===== config.mk =====
export PLATFORM = sky130hd
export DESIGN_NAME = fibo_bcd_display
export DESIGN_NICKNAME = d
export VERILOG_FILES = /design/src/rtl/fibo_bcd_display.sv
export SDC_FILE = /design/constraint.sdc
export NUM_CORES = 1
export LEC_CHECK = 0
export ABC_AREA = 1
export CAP_MARGIN = 20
export CELL_PAD_IN_SITES_DETAIL_PLACEMENT = 0
export CELL_PAD_IN_SITES_GLOBAL_PLACEMENT = 1
export CORE_MARGIN = 2
export CORE_UTILIZATION = 44
export CTS_CLUSTER_DIAMETER = 60
export DETAILED_ROUTE_END_ITERATION = 8
export PLACE_DENSITY = 0.85
export SYNTH_ARGS = -nofsm -noshare
export SYNTH_HDL_FRONTEND = slang
export SYNTH_SLANG_ARGS = --single-unit

===== constraint.sdc =====
create_clock -name clk -period 4.7 [get_ports clk]
set_clock_uncertainty 0.15 [all_clocks]
set_input_delay 0.94 -clock clk [delete_from_list [all_inputs] [get_ports clk]]
set_output_delay 0.94 -clock clk [all_outputs]
set_load 0.03 [all_outputs]

===== src/rtl/fibo_bcd_display.sv =====
// Captures a 16-bit Fibonacci result on the rising edge of done, converts it to five
// BCD digits with a one-bit-per-cycle double-dabble engine and drives 7-segment patterns.
module fibo_bcd_display #(
    parameter bit BLANK_LZ       = 1'b1,
    parameter bit SEG_ACTIVE_LOW = 1'b1
) (
    input  logic        clk,
    input  logic        reset_n,
    input  logic [15:0] fibo_out,
    input  logic        done,
    output logic        busy,
    output logic        conv_valid,
    output logic [19:0] bcd_out,
    output logic [6:0]  seg4,
    output logic [6:0]  seg3,
    output logic [6:0]  seg2,
    output logic [6:0]  seg1,
    output logic [6:0]  seg0
);
    typedef enum logic [1:0] {IDLE, CONV, PUBLISH} state_t;

    localparam logic [6:0] SEG_BLANK = SEG_ACTIVE_LOW ? 7'h7F : 7'h00;

    state_t      state_reg, state_next;
    logic        done_q;
    logic        start;
    logic        load, shift, publish;
    logic [35:0] sh_reg;
    logic [4:0]  cnt_reg;
    logic [19:0] bcd_reg;
    logic        conv_valid_reg;
    logic [19:0] bcd_adj;
    logic [35:0] sh_shifted;
    logic [6:0]  seg_reg  [5];
    logic [6:0]  seg_next [5];

    function automatic logic [6:0] seg_decode(input logic [3:0] d);
        logic [6:0] s;
        s = 7'h00;
        case (d)
            4'd0: s = 7'h3F;
            4'd1: s = 7'h06;
            4'd2: s = 7'h5B;
            4'd3: s = 7'h4F;
            4'd4: s = 7'h66;
            4'd5: s = 7'h6D;
            4'd6: s = 7'h7D;
            4'd7: s = 7'h07;
            4'd8: s = 7'h7F;
            4'd9: s = 7'h6F;
            default: s = 7'h00;
        endcase
        return s;
    endfunction

    assign start = done & ~done_q;

    always_ff @(posedge clk or negedge reset_n) begin
        if (!reset_n) begin
            state_reg <= IDLE;
            done_q    <= 1'b0;
        end else begin
            state_reg <= state_next;
            done_q    <= done;
        end
    end

    always_comb begin
        state_next = state_reg;
        case (state_reg)
            IDLE:    if (start) state_next = CONV;
            CONV:    if (cnt_reg == 5'd1) state_next = PUBLISH;
            PUBLISH: state_next = IDLE;
            default: state_next = IDLE;
        endcase
    end

    always_comb begin
        load    = (state_reg == IDLE) && start;
        shift   = (state_reg == CONV);
        publish = (state_reg == PUBLISH);
        busy    = (state_reg != IDLE);
    end

    // Add-3 correction on every BCD nibble, then shift the whole register left by one.
    generate
        for (genvar gi = 0; gi < 5; gi++) begin : g_adj
            logic [3:0] nib;
            assign nib = sh_reg[16 + 4*gi +: 4];
            assign bcd_adj[4*gi +: 4] = (nib >= 4'd5) ? nib + 4'd3 : nib;
        end
    endgenerate

    assign sh_shifted = {bcd_adj[18:0], sh_reg[15:0], 1'b0};

    // Digit k>0 is blanked when it and every more-significant digit are zero.
    generate
        for (genvar gi = 0; gi < 5; gi++) begin : g_seg
            logic       blank;
            logic [6:0] pattern;
            if (gi == 0) begin : g_units
                assign blank = 1'b0;
            end else begin : g_upper
                assign blank = BLANK_LZ && (sh_reg[35 : 16 + 4*gi] == '0);
            end
            assign pattern      = blank ? 7'h00 : seg_decode(sh_reg[16 + 4*gi +: 4]);
            assign seg_next[gi] = SEG_ACTIVE_LOW ? ~pattern : pattern;
        end
    endgenerate

    always_ff @(posedge clk or negedge reset_n) begin
        if (!reset_n) begin
            sh_reg         <= '0;
            cnt_reg        <= '0;
            bcd_reg        <= '0;
            conv_valid_reg <= 1'b0;
            for (int i = 0; i < 5; i++) seg_reg[i] <= SEG_BLANK;
        end else begin
            conv_valid_reg <= publish;
            if (load) begin
                sh_reg  <= {20'b0, fibo_out};
                cnt_reg <= 5'd16;
            end else if (shift) begin
                sh_reg  <= sh_shifted;
                cnt_reg <= cnt_reg - 5'd1;
            end
            if (publish) begin
                bcd_reg <= sh_reg[35:16];
                for (int i = 0; i < 5; i++) seg_reg[i] <= seg_next[i];
            end
        end
    end

    assign conv_valid = conv_valid_reg;
    assign bcd_out    = bcd_reg;
    assign seg0       = seg_reg[0];
    assign seg1       = seg_reg[1];
    assign seg2       = seg_reg[2];
    assign seg3       = seg_reg[3];
    assign seg4       = seg_reg[4];
endmodule


; After elaboration in Yosys (flattened, before gate mapping)
; Memory sizes are Yosys's and may differ from the RTL's.
; Index checks and enable logic that the tools add are counted.
[totals]
ff_bits = 100
n_memories = 5
out_inout_bits = 57
in_bits = 19
wordCells = 64
mem_bits_ro = 560
[classes]
muxes = 16
n_eq_ne = 5
reduce_logical = 9
magnitude_cmp = 5
addsub = 6
bitwise = 7
[mem_list]
columns = memory, words, word_bits, read_ports, rd_clocked_by_memory_dff, write_ports, line
row1 = (name not given), 16, 7, 1, 0, 0, 40  ; case (d)
row2 = (name not given), 16, 7, 1, 0, 0, 40
row3 = (name not given), 16, 7, 1, 0, 0, 40
row4 = (name not given), 16, 7, 1, 0, 0, 40
row5 = (name not given), 16, 7, 1, 0, 0, 40
[ops]
columns = op, count
row1 = $mux 36, 2
row2 = $not 7->7, 5
row3 = $mux 7, 4
row4 = $ge 4x3->1 const B, 5
row5 = $add 4x2->4 const B, 4
row6 = $logic_not 16->1, 1
row7 = $mux 4, 4
row8 = $logic_not 12->1, 1
row9 = $mux 5, 2
row10 = $logic_not 8->1, 1
row11 = $eq 5x1->1 const B, 1
row12 = $sub 5x1->5 const B, 1
row13 = $logic_not 4->1, 1
row14 = $mux 2, 2
row15 = $pmux 2 s2, 1
row16 = $reduce_bool 2->1, 2
row17 = $add 3x2->3 const B, 1
row18 = $mux 3, 1
row19 = $eq 2x1->1 const B, 1
row20 = $eq 2x2->1 const B, 1
row21 = $logic_not 2->1, 1
row22 = $ne 2x1->1 const B, 1
row23 = $ne 2x2->1 const B, 1
row24 = $reduce_and 2->1, 1
row25 = 3 further kinds, 3

; Longest topological paths before layout
[depth]
word_depth = 4
depth_mapped = 10
mapped_depth_nobuf = 10

; Worst setup path after synthesis
; Ideal clock, no wire load.
[synth_path]
path_type = register -> output
from = register state_reg[1]
to = output busy
path_buffers = 1
setup_slack_ns = 2.656
arrival_time_ns = 0.954
path_stages_with_launch = 4
cell_sequence = dfrtp_1 > nor2_4 > buf_2 > inv_1
[synth_via]
elab_chain_cells = 1
[synth_rtl]
columns = item, line
row1 = start: declaration, 24  ; state_t state_reg, state_next;
row2 = start signal: assignment, 63  ; state_reg <= state_next;
row3 = $reduce_bool 2->1, 82  ; busy = (state_reg != IDLE);
row4 = end: declaration, 11  ; output logic busy,
; Every way passes these cells.

; Worst setup path after layout
; Same ends and word-level chain as after synthesis.

==> qor.json <==
{
  "timing": {
    "fin_setup_tns_ps": 0,
    "worstMarginPinSlew_ps": 908,
    "share_of_the_clock_period_used_by_the_worst_path_after_layout_pct": 61.7,
    "fmax_ghz": 0.345,
    "setup-violations-final": 0,
    "finalHoldWorstSlack_ps": 322,
    "slew_violations": 0,
    "post-route-worst-setup-slack_ps": 1800,
    "finalHoldViolations": 0,
    "fin_crit_ps": 2900,
    "maxSlewHeadroom_pct": 39.5,
    "unrepaired_setup_endpoints_after_global_routing": "false"
  },
  "clock_tree": {
    "cts.root.buffer_cell": "sky130_fd_sc_hd__clkbuf_16",
    "tritoncts.num_buffers": 9,
    "clock_pin_slew_on_the_worst_setup_and_hold_paths_ps": 60,
    "cts_repair_resize_count": 0,
    "ctsHtreeMaxLevel": 3,
    "clk-insertion-delay-late_ps": 340,
    "cts-root-to-sink-buffers": 2,
    "cts_tree": "yes",
    "cts_num_sinks": 100,
    "cts_setup_buffers": 0,
    "cts.hold.buffers_added": 0
  },
  "place": {
    "placed_area_sq_um": 5910,
    "detailedPlacementHpwl_um": 7460,
    "place_ws_ps": 1530,
    "place_inst": 798,
    "port_buffers": 75,
    "globalplace.congestion": 0.831
  },
  "final_layout": {
    "postLayoutCoreUtil_pct": 54.7,
    "flow.area_growth_from_synthesis_pct": 21.5,
    "finalNonFillerCells": 814,
    "antenna_cells": 0,
    "fraction_of_final_layout_cells_sized_beyond_drive_strength_1_pct": 11.6,
    "finish.net_count": 712,
    "layout.cell_area.non_filler_sq_um": 6250,
    "largest_reg_flops": 36
  },
  "floorplanning": {
    "fp.coreArea_sq_um": 11400,
    "floorplan.die.width_um": 112,
    "starting_density_pct": 45.0,
    "floorplan.die.height_um": 112,
    "design.portCount": 76,
    "rows": 39,
    "die-area_sq_um": 12600
  },
  "worst_setup_path": {
    "slowest_stage": "sky130_fd_sc_hd__clkdlybuf4s50_1",
    "path_cells": "nor2_4 -> inv_1 -> clkdlybuf4s50_1",
    "cpPeakStageDelay_ps": 600,
    "worstSetupPathType": "reg -> out",
    "cp.required_ps": 3610,
    "worst_setup_path_startpoint": "state_reg[1]",
    "r2r_start": "state_reg[0]",
    "worst-r2r-setup-slack_ps": 2610,
    "crit_path_end_kind": "primary output",
    "worstSetupStartpointType": "flop",
    "worstPathArrival_ps": 1810,
    "worstPathMaxFanout": 18
  },
  "drt": {
    "finalWirelength_um": 11000,
    "via_count": 4187,
    "ant_nets": 0,
    "drt_pass_1_iters": 5,
    "drc_errors": 0,
    "detail_route.iter0.violations": 268,
    "detail_route.wl_per_cell_um": 13.5,
    "ratio_of_routed_vias_to_standard_cells": 5.14
  },
  "run": {
    "drv_cap": 0
  },
  "power_and_ir_drop": {
    "p_switching_mw": 1.98,
    "clock_power_share_pct": 17.8,
    "fin_total_pwr_mw": 4.60,
    "power.share.switching_pct": 43.0,
    "part_of_the_total_power_dissipated_in_sequential_elements_pct": 33.9,
    "cellInternalPower_mw": 2.62,
    "worst_ir_drop_vdd_mv": 0.304,
    "comb_power_share_pct": 48.2,
    "powerDensity_nw_per_um2": 736,
    "leakage_nw": 2.93
  },
  "synth": {
    "synthesis.area_per_instance_sq_um": 8.51,
    "net_count_synth": 650,
    "synth.yosys.warnings": 0,
    "synth.largest_area_cell": "sky130_fd_sc_hd__dfrtp_1",
    "synth.cell_area_sq_um": 5140,
    "ys_dominant_reg_cell": "sky130_fd_sc_hd__dfrtp_1",
    "synthesis.instances": 604,
    "yosys_register_bits": 100,
    "leading_cell_type_by_number_of_instances_after_synthesis": "sky130_fd_sc_hd__nand2_1",
    "yosysTopAreaCellShare_pct": 31.6,
    "netlist_top_cells_area": "sky130_fd_sc_hd__dfrtp_1, sky130_fd_sc_hd__dfstp_2, sky130_fd_sc_hd__nand2_1",
    "sequential_cell_area_fraction_in_the_yosys_report_pct": 49.5,
    "async_flop_share_pct": 100,
    "synth_enable_flop_cells": 0,
    "synth_commonest_cells": "sky130_fd_sc_hd__nand2_1, sky130_fd_sc_hd__nand3_1, sky130_fd_sc_hd__dfrtp_1",
    "netlist-cell-type-count": 32
  },
  "global_routing": {
    "globalRoute.totalOverflow": 0,
    "number_of_antenna_violations_at_the_first_check_in_global_routing": 0,
    "grt_first_pass_wirelength_um": 19200,
    "grt_pass1_vias": 4027,
    "largest_net_degree_at_the_start_of_global_routing": 76,
    "grt.total_usage_pct": 18.5
  },
  "run_status": {
    "run_status": "complete, no violations"
  },
  "min_path": {
    "hp-start": "seg0[4]",
    "min_path_type": "reg -> reg"
  }
}
critical path: cells and delay by family, from the launching register on:
| kind | cells | cell delay, ps |
|---|---|---|
| buffers and inverters | 2 | 670 |
| flip-flops | 1 | 450 |
| AND/OR/NAND/NOR | 1 | 340 |
path summary, 6_finish.rpt:
path | cells past startpoint | end
setup / recovery | 3 | busy
hold / removal | 2 | seg0[4]
setup reg to reg | 5 | seg0[6]
hold reg to reg | 2 | seg0[4]
max in group asynchronous | 2 | sh_reg[26]
min in group asynchronous | 1 | conv_valid
layout by cell type (no fill, tap or decap), types with 5 or more instances in the layout:
| master | synthesis | final |
|---|---|---|
| sky130_fd_sc_hd__o21ai_1 | 5 | 5 |
| sky130_fd_sc_hd__dfstp_2 | 35 | 35 |
| sky130_fd_sc_hd__inv_2 | 5 | 5 |
| sky130_fd_sc_hd__ha_1 | 27 | 27 |
| sky130_fd_sc_hd__o211ai_1 | 17 | 17 |
| sky130_fd_sc_hd__nor2_2 | 5 | 5 |
| sky130_fd_sc_hd__dfrtp_1 | 65 | 65 |
| sky130_fd_sc_hd__o21ai_0 | 42 | 42 |
| sky130_fd_sc_hd__nand2_1 | 148 | 148 |
| sky130_fd_sc_hd__clkbuf_16 | 0 | 9 |
| sky130_fd_sc_hd__inv_1 | 45 | 45 |
| sky130_fd_sc_hd__a21oi_1 | 28 | 28 |
| sky130_fd_sc_hd__o211ai_2 | 5 | 5 |
| sky130_fd_sc_hd__nand3_1 | 73 | 73 |
| sky130_fd_sc_hd__o22ai_1 | 7 | 7 |
| sky130_fd_sc_hd__clkdlybuf4s50_1 | 0 | 74 |
| sky130_fd_sc_hd__nor2_1 | 50 | 50 |
power by group through the flow:
| stage | sequential [mW] | clock (mW) | combinational [mW] |
|---|---|---|---|
| after global placement | 1.56 | 0 | 2.18 |
| after CTS | 1.56 | 0.840 | 2.23 |
| after floorplan | 1.84 | 0 | 1.33 |
| after global routing | 1.62 | 0.877 | 2.48 |
| final | 1.56 | 0.820 | 2.22 |
| after detailed placement | 1.58 | 0 | 2.22 |
kinds of logic (layout without fill, tap and decap cells):
kind of cell               after synthesis  in the layout  share of synthesized area [%]
adders and majority gates               27             27                           6.57
and+or+nand+nor                        288            288                           23.8
buffers and inverters                   79            146                           7.32
xor gates and xnor gates                 1              1                          0.170
AOI/OAI and AO/OA                      109            109                           12.6
DFF                                    100            100                           49.5
metal layers:
metal  up-vias  wire [um]  global-route usage (%)
li1       2122          -                       -
met1      1983       5390                    25.9
met2        70       4990                    29.4
met3        12        395                    2.97
met4         0        175                    6.75
met5         -          0                       0
layout make-up:
type                    instances  area [sq um]
clock inverters                 4          70.1
multi-input cells             425          2220
flip-flops and latches        100          2550
inverters                      52           198
well taps                     143           179
repair buffers                 78           771
fillers                      1084          5170
clock buffers                  12           267
Note: power is estimated with default switching activity, not from simulation.
